File: src/rtl/mem_inst_sequencer_pkg.sv
// Shared opcodes, instruction field positions and FSM encodings for the
// memory-interface instruction sequencer.
package mem_inst_sequencer_pkg;

  localparam logic [3:0] OP_READ  = 4'h0;
  localparam logic [3:0] OP_SHIFT = 4'h5;
  localparam logic [3:0] OP_WFI   = 4'h6;
  localparam logic [3:0] OP_LOOP  = 4'h7;

  // Instruction word layout: {lanes[55:8], opcode[7:4], arg[3:0]}
  localparam int OPC_MSB  = 7;
  localparam int OPC_LSB  = 4;
  localparam int ARG_MSB  = 3;
  localparam int ARG_LSB  = 0;
  localparam int LANE_LSB = 8;
  localparam int LANE_MSB = LANE_LSB + 3 * 16 - 1;

  localparam logic [2:0] ST_IDLE   = 3'd0;
  localparam logic [2:0] ST_FETCH  = 3'd1;
  localparam logic [2:0] ST_DECODE = 3'd2;
  localparam logic [2:0] ST_RD     = 3'd3;
  localparam logic [2:0] ST_SH     = 3'd4;
  localparam logic [2:0] ST_WFI    = 3'd5;
  localparam logic [2:0] ST_LOOP   = 3'd6;

  function automatic logic is_known_opcode(input logic [3:0] opc);
    return (opc == OP_READ) || (opc == OP_SHIFT) ||
           (opc == OP_WFI)  || (opc == OP_LOOP);
  endfunction

endpackage

File: src/rtl/mem_inst_sequencer_if.sv
// Control, ROM and read/shift command signals between the sequencer (master)
// and the accelerator control / ROM / datapath side (slave).
interface mem_inst_sequencer_if #(
  parameter int INST_WIDTH = 56,
  parameter int ADDR_WIDTH = 6,
  parameter int NUM_LANES  = 16,
  parameter int ITER_WIDTH = 16
);

  logic                    START;
  logic [ITER_WIDTH-1:0]   NUM_ITERATIONS;
  logic [ADDR_WIDTH-1:0]   ROM_ADDRESS;
  logic                    ROM_ENABLE;
  logic [INST_WIDTH-1:0]   ROM_DATA;
  logic                    RD_VALID;
  logic [3:0]              RD_MASK;
  logic                    RD_READY;
  logic                    SH_VALID;
  logic [3:0]              SH_AMOUNT;
  logic [NUM_LANES*3-1:0]  SH_LANES;
  logic                    SH_READY;
  logic                    COMPUTE_DONE;
  logic                    BUSY;
  logic                    DONE;
  logic [ITER_WIDTH-1:0]   ITER_COUNT;

  modport master (
    input  START, NUM_ITERATIONS, ROM_DATA, RD_READY, SH_READY, COMPUTE_DONE,
    output ROM_ADDRESS, ROM_ENABLE, RD_VALID, RD_MASK, SH_VALID, SH_AMOUNT,
           SH_LANES, BUSY, DONE, ITER_COUNT
  );

  modport slave (
    output START, NUM_ITERATIONS, ROM_DATA, RD_READY, SH_READY, COMPUTE_DONE,
    input  ROM_ADDRESS, ROM_ENABLE, RD_VALID, RD_MASK, SH_VALID, SH_AMOUNT,
           SH_LANES, BUSY, DONE, ITER_COUNT
  );

endinterface

File: src/rtl/mem_inst_decode.sv
// Combinational split of an instruction word into opcode, argument and lane
// fields; is_valid flags opcodes the sequencer executes (others act as NOP).
module mem_inst_decode
  import mem_inst_sequencer_pkg::*;
#(
  parameter int INST_WIDTH = 56,
  parameter int NUM_LANES  = 16
) (
  input  logic [INST_WIDTH-1:0]  inst,
  output logic [3:0]             opcode,
  output logic [3:0]             arg,
  output logic [NUM_LANES*3-1:0] lanes,
  output logic                   is_valid
);

  assign opcode   = inst[OPC_MSB:OPC_LSB];
  assign arg      = inst[ARG_MSB:ARG_LSB];
  assign lanes    = inst[LANE_MSB:LANE_LSB];
  assign is_valid = is_known_opcode(inst[OPC_MSB:OPC_LSB]);

endmodule

File: src/rtl/mem_inst_sequencer.sv
// Fetch/decode/issue FSM: READ and SHIFT commands with valid/ready handshakes,
// WFI stalls on COMPUTE_DONE, LOOP restarts from address 0 until the pass count.
module mem_inst_sequencer
  import mem_inst_sequencer_pkg::*;
#(
  parameter int INST_WIDTH = 56,
  parameter int ADDR_WIDTH = 6,
  parameter int NUM_LANES  = 16,
  parameter int ITER_WIDTH = 16
) (
  input  logic                  CLK,
  input  logic                  RESET,
  mem_inst_sequencer_if.master  bus
);

  logic [2:0]             state;
  logic [ADDR_WIDTH-1:0]  pc;
  logic [ADDR_WIDTH-1:0]  pc_inc;
  logic [3:0]             arg_q;
  logic [NUM_LANES*3-1:0] lanes_q;
  logic [ITER_WIDTH-1:0]  iter_target;
  logic [ITER_WIDTH-1:0]  iter_count;
  logic [ITER_WIDTH-1:0]  iter_next;
  logic                   rd_valid_q;
  logic                   sh_valid_q;
  logic                   busy_q;
  logic                   done_q;

  logic [3:0]             dec_opcode;
  logic [3:0]             dec_arg;
  logic [NUM_LANES*3-1:0] dec_lanes;
  logic                   dec_valid;

  mem_inst_decode #(
    .INST_WIDTH (INST_WIDTH),
    .NUM_LANES  (NUM_LANES)
  ) u_decode (
    .inst     (bus.ROM_DATA),
    .opcode   (dec_opcode),
    .arg      (dec_arg),
    .lanes    (dec_lanes),
    .is_valid (dec_valid)
  );

  // PC wraps naturally at the top of the ROM
  assign pc_inc    = pc + ADDR_WIDTH'(1);
  assign iter_next = iter_count + ITER_WIDTH'(1);

  always_ff @(posedge CLK or posedge RESET) begin
    if (RESET) begin
      state       <= ST_IDLE;
      pc          <= '0;
      arg_q       <= '0;
      lanes_q     <= '0;
      iter_target <= '0;
      iter_count  <= '0;
      rd_valid_q  <= 1'b0;
      sh_valid_q  <= 1'b0;
      busy_q      <= 1'b0;
      done_q      <= 1'b0;
    end else begin
      done_q <= 1'b0;
      case (state)
        ST_IDLE: begin
          if (bus.START) begin
            iter_target <= (bus.NUM_ITERATIONS == '0) ? ITER_WIDTH'(1)
                                                      : bus.NUM_ITERATIONS;
            iter_count  <= '0;
            pc          <= '0;
            busy_q      <= 1'b1;
            state       <= ST_FETCH;
          end
        end

        ST_FETCH: state <= ST_DECODE;

        ST_DECODE: begin
          // Payload is captured here and stays frozen until the next decode
          arg_q   <= dec_arg;
          lanes_q <= dec_lanes;
          if (!dec_valid) begin
            pc    <= pc_inc;
            state <= ST_FETCH;
          end else begin
            case (dec_opcode)
              OP_READ: begin
                rd_valid_q <= 1'b1;
                state      <= ST_RD;
              end
              OP_SHIFT: begin
                sh_valid_q <= 1'b1;
                state      <= ST_SH;
              end
              OP_WFI:  state <= ST_WFI;
              OP_LOOP: state <= ST_LOOP;
              default: begin
                pc    <= pc_inc;
                state <= ST_FETCH;
              end
            endcase
          end
        end

        ST_RD: begin
          if (bus.RD_READY) begin
            rd_valid_q <= 1'b0;
            pc         <= pc_inc;
            state      <= ST_FETCH;
          end
        end

        ST_SH: begin
          if (bus.SH_READY) begin
            sh_valid_q <= 1'b0;
            pc         <= pc_inc;
            state      <= ST_FETCH;
          end
        end

        ST_WFI: begin
          if (bus.COMPUTE_DONE) begin
            pc    <= pc_inc;
            state <= ST_FETCH;
          end
        end

        ST_LOOP: begin
          iter_count <= iter_next;
          if (iter_next == iter_target) begin
            done_q <= 1'b1;
            busy_q <= 1'b0;
            state  <= ST_IDLE;
          end else begin
            pc    <= '0;
            state <= ST_FETCH;
          end
        end

        default: state <= ST_IDLE;
      endcase
    end
  end

  assign bus.ROM_ENABLE  = (state == ST_FETCH);
  assign bus.ROM_ADDRESS = pc;
  assign bus.RD_VALID    = rd_valid_q;
  assign bus.RD_MASK     = arg_q;
  assign bus.SH_VALID    = sh_valid_q;
  assign bus.SH_AMOUNT   = arg_q;
  assign bus.SH_LANES    = lanes_q;
  assign bus.BUSY        = busy_q;
  assign bus.DONE        = done_q;
  assign bus.ITER_COUNT  = iter_count;

  a_cmd_exclusive: assert property (@(posedge CLK) disable iff (RESET)
    !(rd_valid_q && sh_valid_q));

  a_rd_hold: assert property (@(posedge CLK) disable iff (RESET)
    (rd_valid_q && !bus.RD_READY) |=> (rd_valid_q && $stable(arg_q)));

  a_sh_hold: assert property (@(posedge CLK) disable iff (RESET)
    (sh_valid_q && !bus.SH_READY) |=> (sh_valid_q && $stable(arg_q) && $stable(lanes_q)));

  a_done_not_busy: assert property (@(posedge CLK) disable iff (RESET)
    done_q |-> !busy_q);

endmodule

File: src/flat_wrapper.sv
// flat-port wrapper written by rule: the top's interface ports become plain ports
module mem_inst_sequencer_flat import mem_inst_sequencer_pkg::*;
#(
  parameter int INST_WIDTH = 56,
  parameter int ADDR_WIDTH = 6,
  parameter int NUM_LANES  = 16,
  parameter int ITER_WIDTH = 16
)
  (CLK, RESET, bus_START, bus_NUM_ITERATIONS, bus_ROM_DATA, bus_RD_READY, bus_SH_READY, bus_COMPUTE_DONE, bus_ROM_ADDRESS, bus_ROM_ENABLE, bus_RD_VALID, bus_RD_MASK, bus_SH_VALID, bus_SH_AMOUNT, bus_SH_LANES, bus_BUSY, bus_DONE, bus_ITER_COUNT);
  mem_inst_sequencer_if #(.INST_WIDTH(INST_WIDTH), .ADDR_WIDTH(ADDR_WIDTH), .NUM_LANES(NUM_LANES), .ITER_WIDTH(ITER_WIDTH)) bus_i ();
  input  logic CLK;
  input  logic RESET;
  input wire logic [$bits(bus_i.START)-1:0] bus_START;
  input wire logic [$bits(bus_i.NUM_ITERATIONS)-1:0] bus_NUM_ITERATIONS;
  input wire logic [$bits(bus_i.ROM_DATA)-1:0] bus_ROM_DATA;
  input wire logic [$bits(bus_i.RD_READY)-1:0] bus_RD_READY;
  input wire logic [$bits(bus_i.SH_READY)-1:0] bus_SH_READY;
  input wire logic [$bits(bus_i.COMPUTE_DONE)-1:0] bus_COMPUTE_DONE;
  output wire logic [$bits(bus_i.ROM_ADDRESS)-1:0] bus_ROM_ADDRESS;
  output wire logic [$bits(bus_i.ROM_ENABLE)-1:0] bus_ROM_ENABLE;
  output wire logic [$bits(bus_i.RD_VALID)-1:0] bus_RD_VALID;
  output wire logic [$bits(bus_i.RD_MASK)-1:0] bus_RD_MASK;
  output wire logic [$bits(bus_i.SH_VALID)-1:0] bus_SH_VALID;
  output wire logic [$bits(bus_i.SH_AMOUNT)-1:0] bus_SH_AMOUNT;
  output wire logic [$bits(bus_i.SH_LANES)-1:0] bus_SH_LANES;
  output wire logic [$bits(bus_i.BUSY)-1:0] bus_BUSY;
  output wire logic [$bits(bus_i.DONE)-1:0] bus_DONE;
  output wire logic [$bits(bus_i.ITER_COUNT)-1:0] bus_ITER_COUNT;
  assign bus_i.START = bus_START;
  assign bus_i.NUM_ITERATIONS = bus_NUM_ITERATIONS;
  assign bus_i.ROM_DATA = bus_ROM_DATA;
  assign bus_i.RD_READY = bus_RD_READY;
  assign bus_i.SH_READY = bus_SH_READY;
  assign bus_i.COMPUTE_DONE = bus_COMPUTE_DONE;
  assign bus_ROM_ADDRESS = bus_i.ROM_ADDRESS;
  assign bus_ROM_ENABLE = bus_i.ROM_ENABLE;
  assign bus_RD_VALID = bus_i.RD_VALID;
  assign bus_RD_MASK = bus_i.RD_MASK;
  assign bus_SH_VALID = bus_i.SH_VALID;
  assign bus_SH_AMOUNT = bus_i.SH_AMOUNT;
  assign bus_SH_LANES = bus_i.SH_LANES;
  assign bus_BUSY = bus_i.BUSY;
  assign bus_DONE = bus_i.DONE;
  assign bus_ITER_COUNT = bus_i.ITER_COUNT;
  mem_inst_sequencer #(.INST_WIDTH(INST_WIDTH), .ADDR_WIDTH(ADDR_WIDTH), .NUM_LANES(NUM_LANES), .ITER_WIDTH(ITER_WIDTH)) u_core (.CLK(CLK), .RESET(RESET), .bus(bus_i));
endmodule
File: config.mk
export PLATFORM = sky130hd
export DESIGN_NAME = mem_inst_sequencer_flat
export DESIGN_NICKNAME = d
export VERILOG_FILES = /design/src/rtl/mem_inst_sequencer_pkg.sv /design/src/rtl/mem_inst_sequencer_if.sv /design/src/rtl/mem_inst_decode.sv /design/src/rtl/mem_inst_sequencer.sv /design/src/flat_wrapper.sv
export SDC_FILE = /design/constraint.sdc
export NUM_CORES = 1
export LEC_CHECK = 0
export ABC_AREA = 1
export CORE_MARGIN = 4
export CORE_UTILIZATION = 30
export DETAILED_ROUTE_END_ITERATION = 7
export GPL_TIMING_DRIVEN = 1
export PLACE_DENSITY = 0.56
export REMOVE_ABC_BUFFERS = 1
export SLEW_MARGIN = 20
export SYNTH_ARGS = -nofsm -noshare
export SYNTH_HDL_FRONTEND = slang
export SYNTH_HIERARCHICAL = 1
export SYNTH_SLANG_ARGS = --single-unit
File: constraint.sdc
create_clock -name CLK -period 3.4 [get_ports CLK]
set_input_delay 0.51 -clock CLK [delete_from_list [all_inputs] [get_ports CLK]]
set_output_delay 0.51 -clock CLK [all_outputs]
set_load 0.05 [all_outputs]
# Word-level counts from Yosys, hierarchy flattened
# Index checks and enable logic that the tools add are counted.
[totals]
inputBits = 78
wordCells = 82
output_inout_bits = 83
regBits = 97
[op_classes]
n_reduce_logical = 18
n_mux = 32
n_eq_ne = 20
addsub = 2
[ops]
columns = ["cell", "n"]
rows = [
  ["6-bit 2-to-1 mux", 7],
  ["6-bit case mux with 6 select lines", 1],
  ["16-bit 2-to-1 mux", 2],
  ["16-bit case mux with 2 select lines", 1],
  ["3-bit case mux with 7 select lines", 1],
  ["16-bit by 1-bit adder with 16-bit output, second input constant", 1],
  ["16-bit == test", 1],
  ["16-bit logical NOT", 1],
  ["3-bit 2-to-1 mux", 5],
  ["4-bit by 3-bit == test with 1-bit output, second input constant", 3],
  ["3-bit case mux with 4 select lines", 1],
  ["4-bit AND reduction", 3],
  ["1-bit 2-to-1 mux", 11],
  ["2-bit inequality test, second input constant", 5],
  ["3-bit == test, second input constant", 3],
  ["2-bit by 1-bit inequality test with 1-bit output, second input constant", 4],
  ["7-bit AND reduction", 1],
  ["6-bit by 1-bit adder with 6-bit output, second input constant", 1],
  ["3-bit by 2-bit == test with 1-bit output, second input constant", 2],
  ["1-bit case mux with 2 select lines", 3],
  ["2-bit nonzero test", 3],
  ["6-bit nonzero test", 1],
  ["4-bit logical NOT", 1],
  ["2-bit AND reduction", 2],
  ["other kinds (6)", 8],
]

# Longest topological paths before layout
[logic_depth]
ltp_word = 6
mapped_depth = 15
ltp_nobuf = 15

# Hierarchy
# The synthesis kept the hierarchy.
[modules_own_cells]
columns = ["mod", "cells_per_inst", "instances", "seq_area_each_um2", "area_each_um2"]
rows = [
  ["mem_inst_sequencer", 626, 1, 2427.3, 4812.1],
  ["mem_inst_decode", 62, 1, 0.0, 445.4],
]

# Worst setup path after synthesis
# No wires, ideal clock.
[synth_timing]
path_type = "reg2reg"
startpoint = "reg u_core.iter_count[1] (netlist: u_core/bus.ITER_COUNT[1])"
endpoint = "reg u_core.pc[4] (netlist: u_core/bus.ROM_ADDRESS[4])"
required_ns = 3.334
period_less_slack_ns = 2.184
path_stages_with_launch = 14
path_buffers = 0
setup_time_ns = 0.066
t_arrival_ns = 2.118
path_slack_ns = 1.216
cell_sequence = "dfrtp_1 -> ha_1 -> nand2_1 -> nor2_4 -> nand4_1 -> nand2_1 -> nand2_1 -> nand2_1 -> nand2_1 -> nor2_2 -> nand4_4 -> nand2_4 -> nand2_1 -> nand2_1"
[synth_between]
elab_chain_cells = 4
[synth_lines]
columns = ["element", "line", "rtl"]
rows = [
  ["from (decl)", "mem_inst_sequencer.sv:22", "logic [ITER_WIDTH-1:0] iter_count;"],
  ["from (signal assigned)", "mem_inst_sequencer.sv:128", "iter_count <= iter_next;"],
  ["16-bit by 1-bit adder with 16-bit output", "mem_inst_sequencer.sv:47", "assign iter_next = iter_count + ITER_WIDTH'(1);"],
  ["16-bit == test", "mem_inst_sequencer.sv:129", "if (iter_next == iter_target) begin"],
  ["2-bit inequality test (no source line)", "n/a", ""],
  ["7-bit AND reduction (no source line)", "n/a", ""],
  ["to (signal assigned)", "mem_inst_sequencer.sv:82", "pc <= pc_inc;"],
  ["to (signal assigned)", "mem_inst_sequencer.sv:115", "pc <= pc_inc;"],
  ["to (signal assigned)", "mem_inst_sequencer.sv:122", "pc <= pc_inc;"],
  ["to (decl)", "mem_inst_sequencer.sv:17", "logic [ADDR_WIDTH-1:0] pc;"],
]
# Every way passes these cells.
# A chain may end at the register's enable or synchronous reset.

# Final worst setup path
[layout_timing]
startpoint = "reg u_core.state[0]"
endpoint = "out bus_ROM_ENABLE"
[layout_between]
elab_chain_cells = 1
[layout_lines]
columns = ["element", "line", "rtl"]
rows = [
  ["from (decl)", "mem_inst_sequencer.sv:16", "logic [2:0] state;"],
  ["from (signal assigned)", "mem_inst_sequencer.sv:51", "state <= ST_IDLE;"],
  ["from (signal assigned)", "mem_inst_sequencer.sv:71", "state <= ST_FETCH;"],
  ["from (signal assigned)", "mem_inst_sequencer.sv:75", "ST_FETCH: state <= ST_DECODE;"],
  ["3-bit by 1-bit == test with 1-bit output", "mem_inst_sequencer.sv:144", "assign bus.ROM_ENABLE = (state == ST_FETCH);"],
  ["to (decl)", "flat_wrapper.sv:20", "output wire logic [$bits(bus_i.ROM_ENABLE)-1:0] bus_ROM_ENABLE;"],
]
# Every way passes these cells.

==> results.md <==
- Status: completed
- Post-CTS Repair Setup Buffers: 0
- Async set-or-reset flop fraction in the synthesized netlist: 100.0%
- Syn avg cell area: roughly 7.6 um^2
- GRT Total Usage: 15.16%
- Flip-flop and latch area: about 2400 um^2
- Clock transition at path regs: around 70 ps
- Net Sw Frac: 47.77%
- Max VDD drop: 0.0005734 V
- Crit-path cells: inv_2, nor3_1, clkdlybuf4s50_1
- Clk pwr share: 17.8%
- Clk root buf: clkbuf_16
- DR iter-0 viols: 200
- Reg-to-Reg End: u_core/bus.ROM_ADDRESS[2]$_DFFE_PP0P_
- Worst path required time: a little under 3000 ps
- Placed instance count: 1003
- Die ar.: roughly 20000 um^2
- Max-slew violation count: 0
- Power density over the cells: about 900 nW/um^2
- Setup TNS: 0 ps
- Buf/Inv on CP: 2
- TritonCTS Sinks: between 90 and 100
- RSZ-0062 raised after global routing: no
- Crit. End Element: primary output
- Critical path peak fanout: 6
- Synthesis Warnings: 6
- Synthesized flop and latch total: between 90 and 100
- GR Overflow Total: 0
- Detailed Routing Iterations Pass 1: 4
- Main combinational cell family by area after synthesis: simple AND/OR/NAND/NOR gates
- Vias per cell: 4.404
- Worst r2r path cells: 14
- Num CTS Buffers: 9
- Finished Layout Cells: between 1000 and 1500
- First-pass GRT wire length: about 24 mm
- Number of core rows: 48
- Count of antenna-violating nets left after detailed routing: 0
- HPWL after detailed placement: approximately 11 mm
- Clk_skew: between 8 and 9 ps
- Cell area after synthesis: 5258 um^2
- Chip Height: approximately 140 um
- Multi-input gate area: 2107 um^2
- # fillers: 1745
- Min-delay worst type: reg2reg
- Comb pwr share: a little over half
- Mux contribution to synthesized area: 0%
- R2r startpoint: u_core/bus.ITER_COUNT[0]$_DFFE_PP0P_
- Slew headroom: between 40% and 50%
- Compound-gate portion of the synthesized area: approximately 4.7%
- Final setup viols: 0
- Largest delay share family, worst path: buffers and inverters
- Netlist cell types: 37
- Routed via count: approximately 4500
- Post-Synth XOR/XNOR Area: 0.6188%
- Psw: slightly above 3 mW
- CTS tree: done
- Final net count: a little under 900
- # DRC: 0
- Placeable Area: 17240 um^2
- Simple-gate area share of the yosys netlist: around 34%
- CP Launch Type: flip-flop
- Worst reg2reg setup slack: roughly 1200 ps
- Io pins: approximately 160
- Routed length per instance: 14.00 um
- Final period utilization: roughly 74%
- Crit path kind: reg2out
- Hold path startpoint: u_core/bus.SH_LANES[5]$_DFFE_PP0P_
- Post-synth top flop: dfrtp_1
- Cells after Synth: 688
- LEAKAGE: between 3 and 4 nW
- Vias in the first global route: 4721
- Hold path endpoint: u_core/bus.SH_LANES[5]$_DFFE_PP0P_
- CTS Buffer Depth: 2
- Worst path max stage delay: slightly below 900 ps
- Minimum clock period: about 2500 ps
- Clock Latency Late Sink: 350 ps
- Slowest CP cell: clkdlybuf4s50_1
- Post-Synth Adder-Cell Area: less than 1%
- Total power: 6.337 mW
- H-tree levels: 3
- Inserted Diodes: 0
- Starting Density: a little under a third
- Fin. Hold Viols: 0
- # hold bufs at CTS: 0
- WP data arrival: 1990 ps
- Port Buffer Count: 160
- Share of layout cells above drive strength 1: under 10%
- Synthesis-to-finish area growth: 33.22%
- MaxCap Viol Count: 0
- Least-Margin Pin Slew: 782.1 ps
- Die X: 140.4 um
- Internal power: about 3.3 mW
- Seq pwr share: slightly below 30%
- Initial antenna violation count: 0
- Total wire length: 14.27 mm
- Global placer's final weighted congestion: approximately 0.79
- Number of flops mapped to enable cells by yosys: 0
- Achievable frequency: between 300 and 400 MHz
- Largest net degree at the start of global routing: 60
- Hold path depth: 2
- Seq/Total Area, Yosys: 46.17%
- Number of gates resized after cts: 0
[cell type report]
type | count | share of cell area [%]
clock buffer | 9 | 3.215
tap | 225 | 4.019
sequential | 97 | 34.66
inverter | 56 | 3.037
clock inverter | 7 | 1.411
multi-input combinational | 460 | 30.08
timing repair buffer | 165 | 23.58
[layer usage]
| metal | up-vias | GRT usage, % | share of wire (%) | wire [um] |
|---|---|---|---|---|
| li1 | 2317 | - | - | - |
| met1 | 2027 | 17.78 | 41 | 5912 |
| met2 | 133 | 23.89 | 45 | 6467 |
| met3 | 11 | 8.399 | 12 | 1719 |
| met4 | 0 | 4.437 | 1.2 | 168 |
| met5 | - | 0 | 0 | 0 |
[flip-flops by register name, indices dropped and copies added (netlist names)]
signal                  flops
u_core/bus.DONE             1
u_core/bus.ITER_COUNT      16
u_core/bus.RD_MASK          4
u_core/iter_target         16
u_core/bus.ROM_ADDRESS      6
u_core/bus.SH_VALID         1
u_core/bus.RD_VALID         1
u_core/bus.SH_LANES        48
u_core/bus.BUSY             1
u_core/state                3
[synth_stat cells (6+ instances only)]
cell | instances | area share, %
o22ai_1 | 7 | 0.83
nand2_1 | 286 | 20
nand3_1 | 44 | 4.2
clkbuf_1 | 13 | 0.93
nor2_4 | 6 | 1.3
o21ai_0 | 23 | 2.2
dfrtp_1 | 97 | 46
buf_4 | 60 | 8.6
nand4_1 | 12 | 1.4
nor3_1 | 7 | 0.67
inv_1 | 53 | 3.8
nor2_1 | 30 | 2.1
a21oi_1 | 6 | 0.57
nor2_2 | 7 | 0.83
[placed cells by master (no fill, tap or decap), types with 2 or more instances in the layout]
cell type and count:
nand2_1 286, clkdlybuf4s50_1 160, dfrtp_1 97, inv_1 52, nand3_1 44, nor2_1 30, o21ai_0 23, nand4_1 12
clkbuf_16 9, nor2_4 7, nor3_1 7, o22ai_1 7, nor2_2 6, a21oi_1 6, nand3b_1 4, nor4_1 4
buf_4 4, inv_6 3, nand2_2 3, ha_1 3, bufinv_16 2, inv_2 2, or2_2 2, o211ai_1 2
a31oi_1 2
[power by group through the flow]
| stage | Combinational [mW] | Clock [mW] | Sequential (mW) |
|---|---|---|---|
| final | 3.35 | 1.13 | 1.86 |
| after global routing | 3.64 | 1.22 | 1.92 |
| after CTS | 3.40 | 1.17 | 1.87 |
| after detailed placement | 3.39 | 0 | 1.87 |
| after global placement | 3.38 | 0 | 1.87 |
| after floorplan | 1.01 | 0 | 3.05 |
[metrics by stage]
| stage | setup slack, ps | hold WS [ps] | area [um^2] | utilization [%] |
|---|---|---|---|---|
| 2_1_floorplan | 340.5 | 455.1 | 4740 | - |
| 3_3_place_gp | 1091 | 453.1 | 6680 | 38.76 |
| 3_5_place_dp | 1043 | 458.9 | 6680 | 38.76 |
| 4_1_cts | 848.5 | 474.6 | 7004 | 40.64 |
| 5_1_grt | 761.3 | 492.4 | 7004 | 40.64 |
| 6_report | 895.7 | 467.6 | 7004 | 40.64 |
[how the worst max path moves through the flow]
| stage | startpoint | end | slack [ps] | depth (start not counted) |
|---|---|---|---|---|
| after detailed placement | bus_ROM_DATA[4] | u_core/bus.ROM_ADDRESS[0]$_DFFE_PP0P_ | 1040 | 13 |
| after global placement | bus_ROM_DATA[4] | u_core/bus.ROM_ADDRESS[1]$_DFFE_PP0P_ | 1090 | 13 |
| after CTS | u_core/state[0]$_DFFE_PP0P_ | bus_ROM_ENABLE | 850 | 3 |
| final | u_core/state[0]$_DFFE_PP0P_ | bus_ROM_ENABLE | 900 | 3 |
| after floorplan | u_core/state[0]$_DFFE_PP0P_ | u_core/bus.ROM_ADDRESS[4]$_DFFE_PP0P_ | 340 | 11 |
| after global routing | u_core/state[0]$_DFFE_PP0P_ | bus_ROM_ENABLE | 760 | 3 |
[worst register-to-register path, delay by kind of cell, from the launching register on]
| family | cells | cell delay, ps |
|---|---|---|
| buffers and inverters | 1 | 110 |
| adders and majority gates | 1 | 250 |
| and+or+nand+nor | 12 | 1340 |
| DFF | 1 | 440 |
[kinds of logic (layout without fill, tap and decap cells)]
family / Yosys count / after routing
AO/OA/AOI/OAI: 44 / 44
AND/OR/NAND/NOR: 411 / 411
flip-flops: 97 / 97
buffers and inverters: 131 / 237
XOR/XNOR: 2 / 2
adder cells (fa/ha/maj): 3 / 3
(Power assumes the default switching activity.)
